<file path="src/rtl/alu_arbiter_if.sv">
// Bundle between two requesters, the arbiter, and the single shared ALU.
// slave = arbiter side, master = requester side, alu = ALU side.
interface alu_arbiter_if;
  logic        req0, req1;
  logic [3:0]  aluop0, aluop1;
  logic [31:0] porta0, portb0, porta1, portb1;
  logic        gnt0, gnt1, done0, done1;
  logic [31:0] result;
  logic        negative, overflow, zero;
  logic [3:0]  alu_op;
  logic [31:0] alu_a, alu_b;
  logic [31:0] alu_out;
  logic        alu_negative, alu_overflow, alu_zero;

  modport slave (
    input  req0, req1, aluop0, aluop1, porta0, portb0, porta1, portb1,
    input  alu_out, alu_negative, alu_overflow, alu_zero,
    output gnt0, gnt1, done0, done1, result, negative, overflow, zero,
    output alu_op, alu_a, alu_b
  );

  modport master (
    output req0, req1, aluop0, aluop1, porta0, portb0, porta1, portb1,
    input  gnt0, gnt1, done0, done1, result, negative, overflow, zero
  );

  modport alu (
    input  alu_op, alu_a, alu_b,
    output alu_out, alu_negative, alu_overflow, alu_zero
  );
endinterface

</file>
<file path="src/rtl/alu_arbiter.sv">
// Two-requester arbiter in front of one shared combinational ALU.
// One transaction in flight: grant in IDLE, capture ALU in EXEC, respond in RESP.
module alu_arbiter #(
  parameter bit PRIO_RESET = 1'b0
) (
  input logic          CLK,
  input logic          nRST,
  alu_arbiter_if.slave bus
);
  typedef enum logic [1:0] {IDLE = 2'd0, EXEC = 2'd1, RESP = 2'd2} state_t;

  state_t      state_q, state_d;
  logic        ptr_q, ptr_d;
  logic        win_q, win_d;
  logic [3:0]  op_q, op_d;
  logic [31:0] a_q, a_d, b_q, b_d;
  logic [31:0] res_q, res_d;
  logic        neg_q, neg_d, ovf_q, ovf_d, zero_q, zero_d;
  logic        done0_q, done0_d, done1_q, done1_d;
  logic        grant_valid, grant_sel;

  always_comb begin
    grant_valid = (state_q == IDLE) && (bus.req0 || bus.req1);
    // Pointer only matters on contention; a lone requester always wins.
    grant_sel   = (bus.req0 && bus.req1) ? ptr_q : bus.req1;

    state_d = state_q;
    ptr_d   = ptr_q;
    win_d   = win_q;
    op_d    = op_q;
    a_d     = a_q;
    b_d     = b_q;
    res_d   = res_q;
    neg_d   = neg_q;
    ovf_d   = ovf_q;
    zero_d  = zero_q;
    done0_d = 1'b0;
    done1_d = 1'b0;

    case (state_q)
      IDLE: begin
        if (grant_valid) begin
          state_d = EXEC;
          win_d   = grant_sel;
          op_d    = grant_sel ? bus.aluop1 : bus.aluop0;
          a_d     = grant_sel ? bus.porta1 : bus.porta0;
          b_d     = grant_sel ? bus.portb1 : bus.portb0;
        end
      end
      EXEC: begin
        state_d = RESP;
        res_d   = bus.alu_out;
        neg_d   = bus.alu_negative;
        ovf_d   = bus.alu_overflow;
        zero_d  = bus.alu_zero;
        done0_d = ~win_q;
        done1_d = win_q;
      end
      RESP: begin
        state_d = IDLE;
        ptr_d   = ~win_q;
      end
      default: state_d = IDLE;
    endcase
  end

  always_ff @(posedge CLK or negedge nRST) begin
    if (!nRST) begin
      state_q <= IDLE;
      ptr_q   <= PRIO_RESET;
      win_q   <= 1'b0;
      op_q    <= 4'd0;
      a_q     <= 32'd0;
      b_q     <= 32'd0;
      res_q   <= 32'd0;
      neg_q   <= 1'b0;
      ovf_q   <= 1'b0;
      zero_q  <= 1'b0;
      done0_q <= 1'b0;
      done1_q <= 1'b0;
    end else begin
      state_q <= state_d;
      ptr_q   <= ptr_d;
      win_q   <= win_d;
      op_q    <= op_d;
      a_q     <= a_d;
      b_q     <= b_d;
      res_q   <= res_d;
      neg_q   <= neg_d;
      ovf_q   <= ovf_d;
      zero_q  <= zero_d;
      done0_q <= done0_d;
      done1_q <= done1_d;
    end
  end

  // Grants are same-cycle pulses; nRST gates them so reset silences them at once.
  assign bus.gnt0     = nRST && grant_valid && !grant_sel;
  assign bus.gnt1     = nRST && grant_valid &&  grant_sel;
  assign bus.done0    = done0_q;
  assign bus.done1    = done1_q;
  assign bus.result   = res_q;
  assign bus.negative = neg_q;
  assign bus.overflow = ovf_q;
  assign bus.zero     = zero_q;
  assign bus.alu_op   = op_q;
  assign bus.alu_a    = a_q;
  assign bus.alu_b    = b_q;
endmodule
</file>
<file path="src/flat_wrapper.sv">
// flat-port wrapper written by rule: the top's interface ports become plain ports
module alu_arbiter_flat 
#(
  parameter bit PRIO_RESET = 1'b0
)
  (CLK, nRST, bus_req0, bus_req1, bus_aluop0, bus_aluop1, bus_porta0, bus_portb0, bus_porta1, bus_portb1, bus_alu_out, bus_alu_negative, bus_alu_overflow, bus_alu_zero, bus_gnt0, bus_gnt1, bus_done0, bus_done1, bus_result, bus_negative, bus_overflow, bus_zero, bus_alu_op, bus_alu_a, bus_alu_b);
  alu_arbiter_if bus_i ();
  input logic CLK;
  input logic nRST;
  input wire logic [$bits(bus_i.req0)-1:0] bus_req0;
  input wire logic [$bits(bus_i.req1)-1:0] bus_req1;
  input wire logic [$bits(bus_i.aluop0)-1:0] bus_aluop0;
  input wire logic [$bits(bus_i.aluop1)-1:0] bus_aluop1;
  input wire logic [$bits(bus_i.porta0)-1:0] bus_porta0;
  input wire logic [$bits(bus_i.portb0)-1:0] bus_portb0;
  input wire logic [$bits(bus_i.porta1)-1:0] bus_porta1;
  input wire logic [$bits(bus_i.portb1)-1:0] bus_portb1;
  input wire logic [$bits(bus_i.alu_out)-1:0] bus_alu_out;
  input wire logic [$bits(bus_i.alu_negative)-1:0] bus_alu_negative;
  input wire logic [$bits(bus_i.alu_overflow)-1:0] bus_alu_overflow;
  input wire logic [$bits(bus_i.alu_zero)-1:0] bus_alu_zero;
  output wire logic [$bits(bus_i.gnt0)-1:0] bus_gnt0;
  output wire logic [$bits(bus_i.gnt1)-1:0] bus_gnt1;
  output wire logic [$bits(bus_i.done0)-1:0] bus_done0;
  output wire logic [$bits(bus_i.done1)-1:0] bus_done1;
  output wire logic [$bits(bus_i.result)-1:0] bus_result;
  output wire logic [$bits(bus_i.negative)-1:0] bus_negative;
  output wire logic [$bits(bus_i.overflow)-1:0] bus_overflow;
  output wire logic [$bits(bus_i.zero)-1:0] bus_zero;
  output wire logic [$bits(bus_i.alu_op)-1:0] bus_alu_op;
  output wire logic [$bits(bus_i.alu_a)-1:0] bus_alu_a;
  output wire logic [$bits(bus_i.alu_b)-1:0] bus_alu_b;
  assign bus_i.req0 = bus_req0;
  assign bus_i.req1 = bus_req1;
  assign bus_i.aluop0 = bus_aluop0;
  assign bus_i.aluop1 = bus_aluop1;
  assign bus_i.porta0 = bus_porta0;
  assign bus_i.portb0 = bus_portb0;
  assign bus_i.porta1 = bus_porta1;
  assign bus_i.portb1 = bus_portb1;
  assign bus_i.alu_out = bus_alu_out;
  assign bus_i.alu_negative = bus_alu_negative;
  assign bus_i.alu_overflow = bus_alu_overflow;
  assign bus_i.alu_zero = bus_alu_zero;
  assign bus_gnt0 = bus_i.gnt0;
  assign bus_gnt1 = bus_i.gnt1;
  assign bus_done0 = bus_i.done0;
  assign bus_done1 = bus_i.done1;
  assign bus_result = bus_i.result;
  assign bus_negative = bus_i.negative;
  assign bus_overflow = bus_i.overflow;
  assign bus_zero = bus_i.zero;
  assign bus_alu_op = bus_i.alu_op;
  assign bus_alu_a = bus_i.alu_a;
  assign bus_alu_b = bus_i.alu_b;
  alu_arbiter #(.PRIO_RESET(PRIO_RESET)) u_core (.CLK(CLK), .nRST(nRST), .bus(bus_i));
endmodule
</file>
<file path="config.mk">
export PLATFORM = sky130hd
export DESIGN_NAME = alu_arbiter_flat
export DESIGN_NICKNAME = d
export VERILOG_FILES = /design/src/rtl/alu_arbiter_if.sv /design/src/rtl/alu_arbiter.sv /design/src/flat_wrapper.sv
export SDC_FILE = /design/constraint.sdc
export NUM_CORES = 1
export LEC_CHECK = 0
export CELL_PAD_IN_SITES_DETAIL_PLACEMENT = 1
export CELL_PAD_IN_SITES_GLOBAL_PLACEMENT = 1
export CORE_ASPECT_RATIO = 1.25
export CORE_MARGIN = 8
export CORE_UTILIZATION = 30
export CTS_BUF_LIST = sky130_fd_sc_hd__clkbuf_2 sky130_fd_sc_hd__clkbuf_4 sky130_fd_sc_hd__clkbuf_8
export DETAILED_ROUTE_END_ITERATION = 8
export PLACE_DENSITY = 0.88
export SYNTH_ARGS = -nofsm -noshare
export SYNTH_HDL_FRONTEND = slang
export SYNTH_SLANG_ARGS = --single-unit
</file>
<file path="constraint.sdc">
create_clock -name CLK -period 3.93 [get_ports CLK]
set_input_delay 0.5895 -clock CLK [delete_from_list [all_inputs] [get_ports CLK]]
set_output_delay 0.5895 -clock CLK [all_outputs]
set_load 0.02 [all_outputs]
</file>
==> flow_metrics.tcl <==
set metrics [dict create \
    die_h_um 161 \
    max_freq_ghz 0.345 \
    cp_slowest_cell "clkdlybuf4s50_1" \
    clock_latency_ns 0.38 \
    skew_ns 0.0114 \
    setup_violations 0 \
    hold_path.class "primary input to async pin" \
    cpLargestDelayFamily "buffers and inverters" \
    path_class "primary input to output pin" \
    netlist_instances 566 \
    gr-usage-all-layers 0.197 \
    postCtsSetupRepairBufs 0 \
    grt_antenna_before_repair 0 \
    grt_pass1_wl_mm 33.3 \
    fillers 1897 \
    die_width_um 132 \
    antennaDiodeCount 0 \
    power_density_mw_per_mm2 775 \
    pin_count 282 \
    clock-sinks 109 \
    syn_to_final_growth_pct 60.6 \
    drv_cap 0 \
    ctsHoldBuffers 0 \
    yosysSeqAreaShare 0.541 \
    routabilityCongestion 0.759 \
    syn-num-nets 741 \
    portBuffers 281 \
    rsz0062_at_grt "false" \
    relSlewSlack 0.273 \
    initialDrtViolationCount 272 \
    grt_max_degree 71 \
    period_needed_ns 2.90 \
    path_cells "clkdlybuf4s50_1 > or2_2 > and2_2 > and3_1 > clkdlybuf4s50_1" \
    status "completed" \
    dr.pass1.iters 6 \
    cts_tree "yes" \
    final-hold-violation-count 0 \
    rows 53 \
    finalCritPeriodShare 0.738 \
    cp.arrival_ns 2.31 \
    cts_inserted_buffers 9 \
    finalNetCount 982 \
    dp_hpwl_mm 14.6 \
    clkTransAtPathRegs_ns 0.10 \
    worst_slew_pin_slew_ns 1.09 \
    wire_per_inst_um 20.3 \
    finalSetupTns_ns 0 \
    crit_top_cell "clkdlybuf4s50_1" \
    ys_types 25 \
    synth_seq_cells 109 \
    clockBufferDepth 2 \
    grt_overflow_total 0 \
    max_stage_delay_ns 0.60 \
    ant_nets 0 \
    max-vdd-ir-drop_v 0.000266 \
    leakage_uw 0.00325 \
    netlist_area_mm2 0.00504 \
    drv_slew 0 \
    worstSetupEndpointType "output pin" \
    path_max_fanout 3 \
    htreeDepth 3 \
    cp_num_buf_inv 2 \
    grt_pass1_vias 5792 \
    yosysWarnings 0 \
    core_area_mm2 0.0166 \
    worstPathRequired_ns 3.34 \
    cp-start-kind "primary input" \
    die_area_mm2 0.0212 \
    layout-drive-gt1-share 0.0542 \
    totalWireLength_mm 21.0 \
    initial_core_util 0.303 \
    post_cts_resize_count 0 \
    power_uw 6270 \
    viasPerCell 5.16 \
    route.vias.total 5321 \
    avgSynthCellArea_um2 8.91 \
    drc 0 \
    cts_root_buffer "clkbuf_8" \
]
[worst register-to-register path, cell delays in order (launching register included)]
cell and delay (ns):
dfrtp_1 0.43, nand2b_1 0.12, buf_4 0.36, clkinv_1 0.92
nand2_1 0.37, nand2_1 0.08
[per-layer routing]
layer | global-route usage | part of all wire | vias to the layer above
li1 | - | - | 2470
met1 | 0.225 | 0.40 | 2614
met2 | 0.337 | 0.50 | 210
met3 | 0.0659 | 0.078 | 27
met4 | 0.0654 | 0.022 | 0
met5 | 0 | 0 | -
[where the power goes]
part	switching [µW]	internal, µW	leakage [µW]	total, µW
logic	2020	1520	0.00188	3540
clock network	402	322	0.000107	724
registers	316	1690	0.00127	2000
[logic make-up (layout without fill, tap and decap cells)]
kind of cell	after synthesis	count (layout)	synth area share
DFF	109	109	0.541
buffers and inverters	64	310	0.0643
AOI/OAI and AO/OA	206	206	0.234
and+or+nand+nor	187	187	0.161
[stage by stage]
step	cell area (µm²)	setup WS, ns	util	hold slack [ns]	std cells
after floorplan	5040	1.78	-	0.294	566
after global placement	7890	1.05	0.474	0.448	1016
after detailed placement	7890	1.03	0.474	0.468	1016
after CTS	8100	1.02	0.486	0.360	1032
after global routing	8100	0.969	0.486	0.386	1032
final	8100	1.03	0.486	0.361	1032
[flip-flops by register name, indices dropped and copies added (netlist names)]
name,cells
u_core.bus.alu_a,32
u_core.bus.alu_b,32
u_core.bus.result,32
u_core.bus.alu_op,4
u_core.state_q,2
u_core.bus.done0,1
u_core.bus.done1,1
u_core.bus.negative,1
u_core.bus.overflow,1
u_core.bus.zero,1
u_core.ptr_q,1
u_core.win_q,1
[worst paths after layout]
kind	startpoint	end	slack, ns	cells past startpoint
worst min register to register	u_core.bus.result[25]$_DFFE_PN0N_	u_core.bus.result[25]$_DFFE_PN0N_	0.49	2
worst max-delay path	bus_req0	bus_gnt0	1.03	5
worst min-delay path	nRST	u_core.bus.alu_a[16]$_DFFE_PN0P_	0.36	2
max in group asynchronous	nRST	u_core.state_q[0]$_DFFE_PN0P_	2.26	3
worst max register to register	u_core.state_q[1]$_DFFE_PN0P_	u_core.bus.result[30]$_DFFE_PN0N_	1.54	5
min in group CLK	u_core.bus.result[25]$_DFFE_PN0N_	u_core.bus.result[25]$_DFFE_PN0N_	0.49	2
[placed cells by master, fill, tap and decap left out, drive strengths merged]
cell type	Yosys	layout
and3	1	1
bufinv	0	1
or2	2	2
clkbuf	41	11
o21ai	69	69
buf	19	11
and2	1	1
nor3	1	1
nand2	107	107
a31oi	68	68
dfrtp	109	109
o22ai	1	1
and2b	1	1
clkinv	1	4
nand3	68	68
nor2	3	3
inv	3	4
clkdlybuf4s50	0	279
nand2b	3	3
a21oi	68	68
[synth_stat cells]
cell type	instances	area (µm²)
a21oi_1	68	340
a31oi_1	59	369
a31oi_2	9	113
and2_1	1	6.26
and2b_1	1	7.51
and3_1	1	6.26
buf_1	1	3.75
buf_2	7	35.0
buf_4	2	15.0
buf_6	9	101
clkbuf_1	41	154
clkinv_1	1	3.75
dfrtp_1	109	2730
inv_1	2	7.51
inv_2	1	3.75
nand2_1	107	402
nand2b_1	3	18.8
nand3_1	68	340
nor2_1	3	11.3
nor3_1	1	5.00
o21ai_0	66	330
o21ai_1	3	15.0
o22ai_2	1	12.5
or2_1	1	6.26
or2_2	1	6.26
[layout make-up]
cell class,count,area [µm²],area share
clock buffers,11,145,0.0179
well taps,220,275,0.0340
inverters,4,15.0,0.00185
repair buffers,290,2870,0.355
clock inverters,5,57.6,0.00711
multi-input cells,393,2000,0.247
flip-flops and latches,109,2730,0.337
No activity file was read; power rests on OpenSTA's default activity.
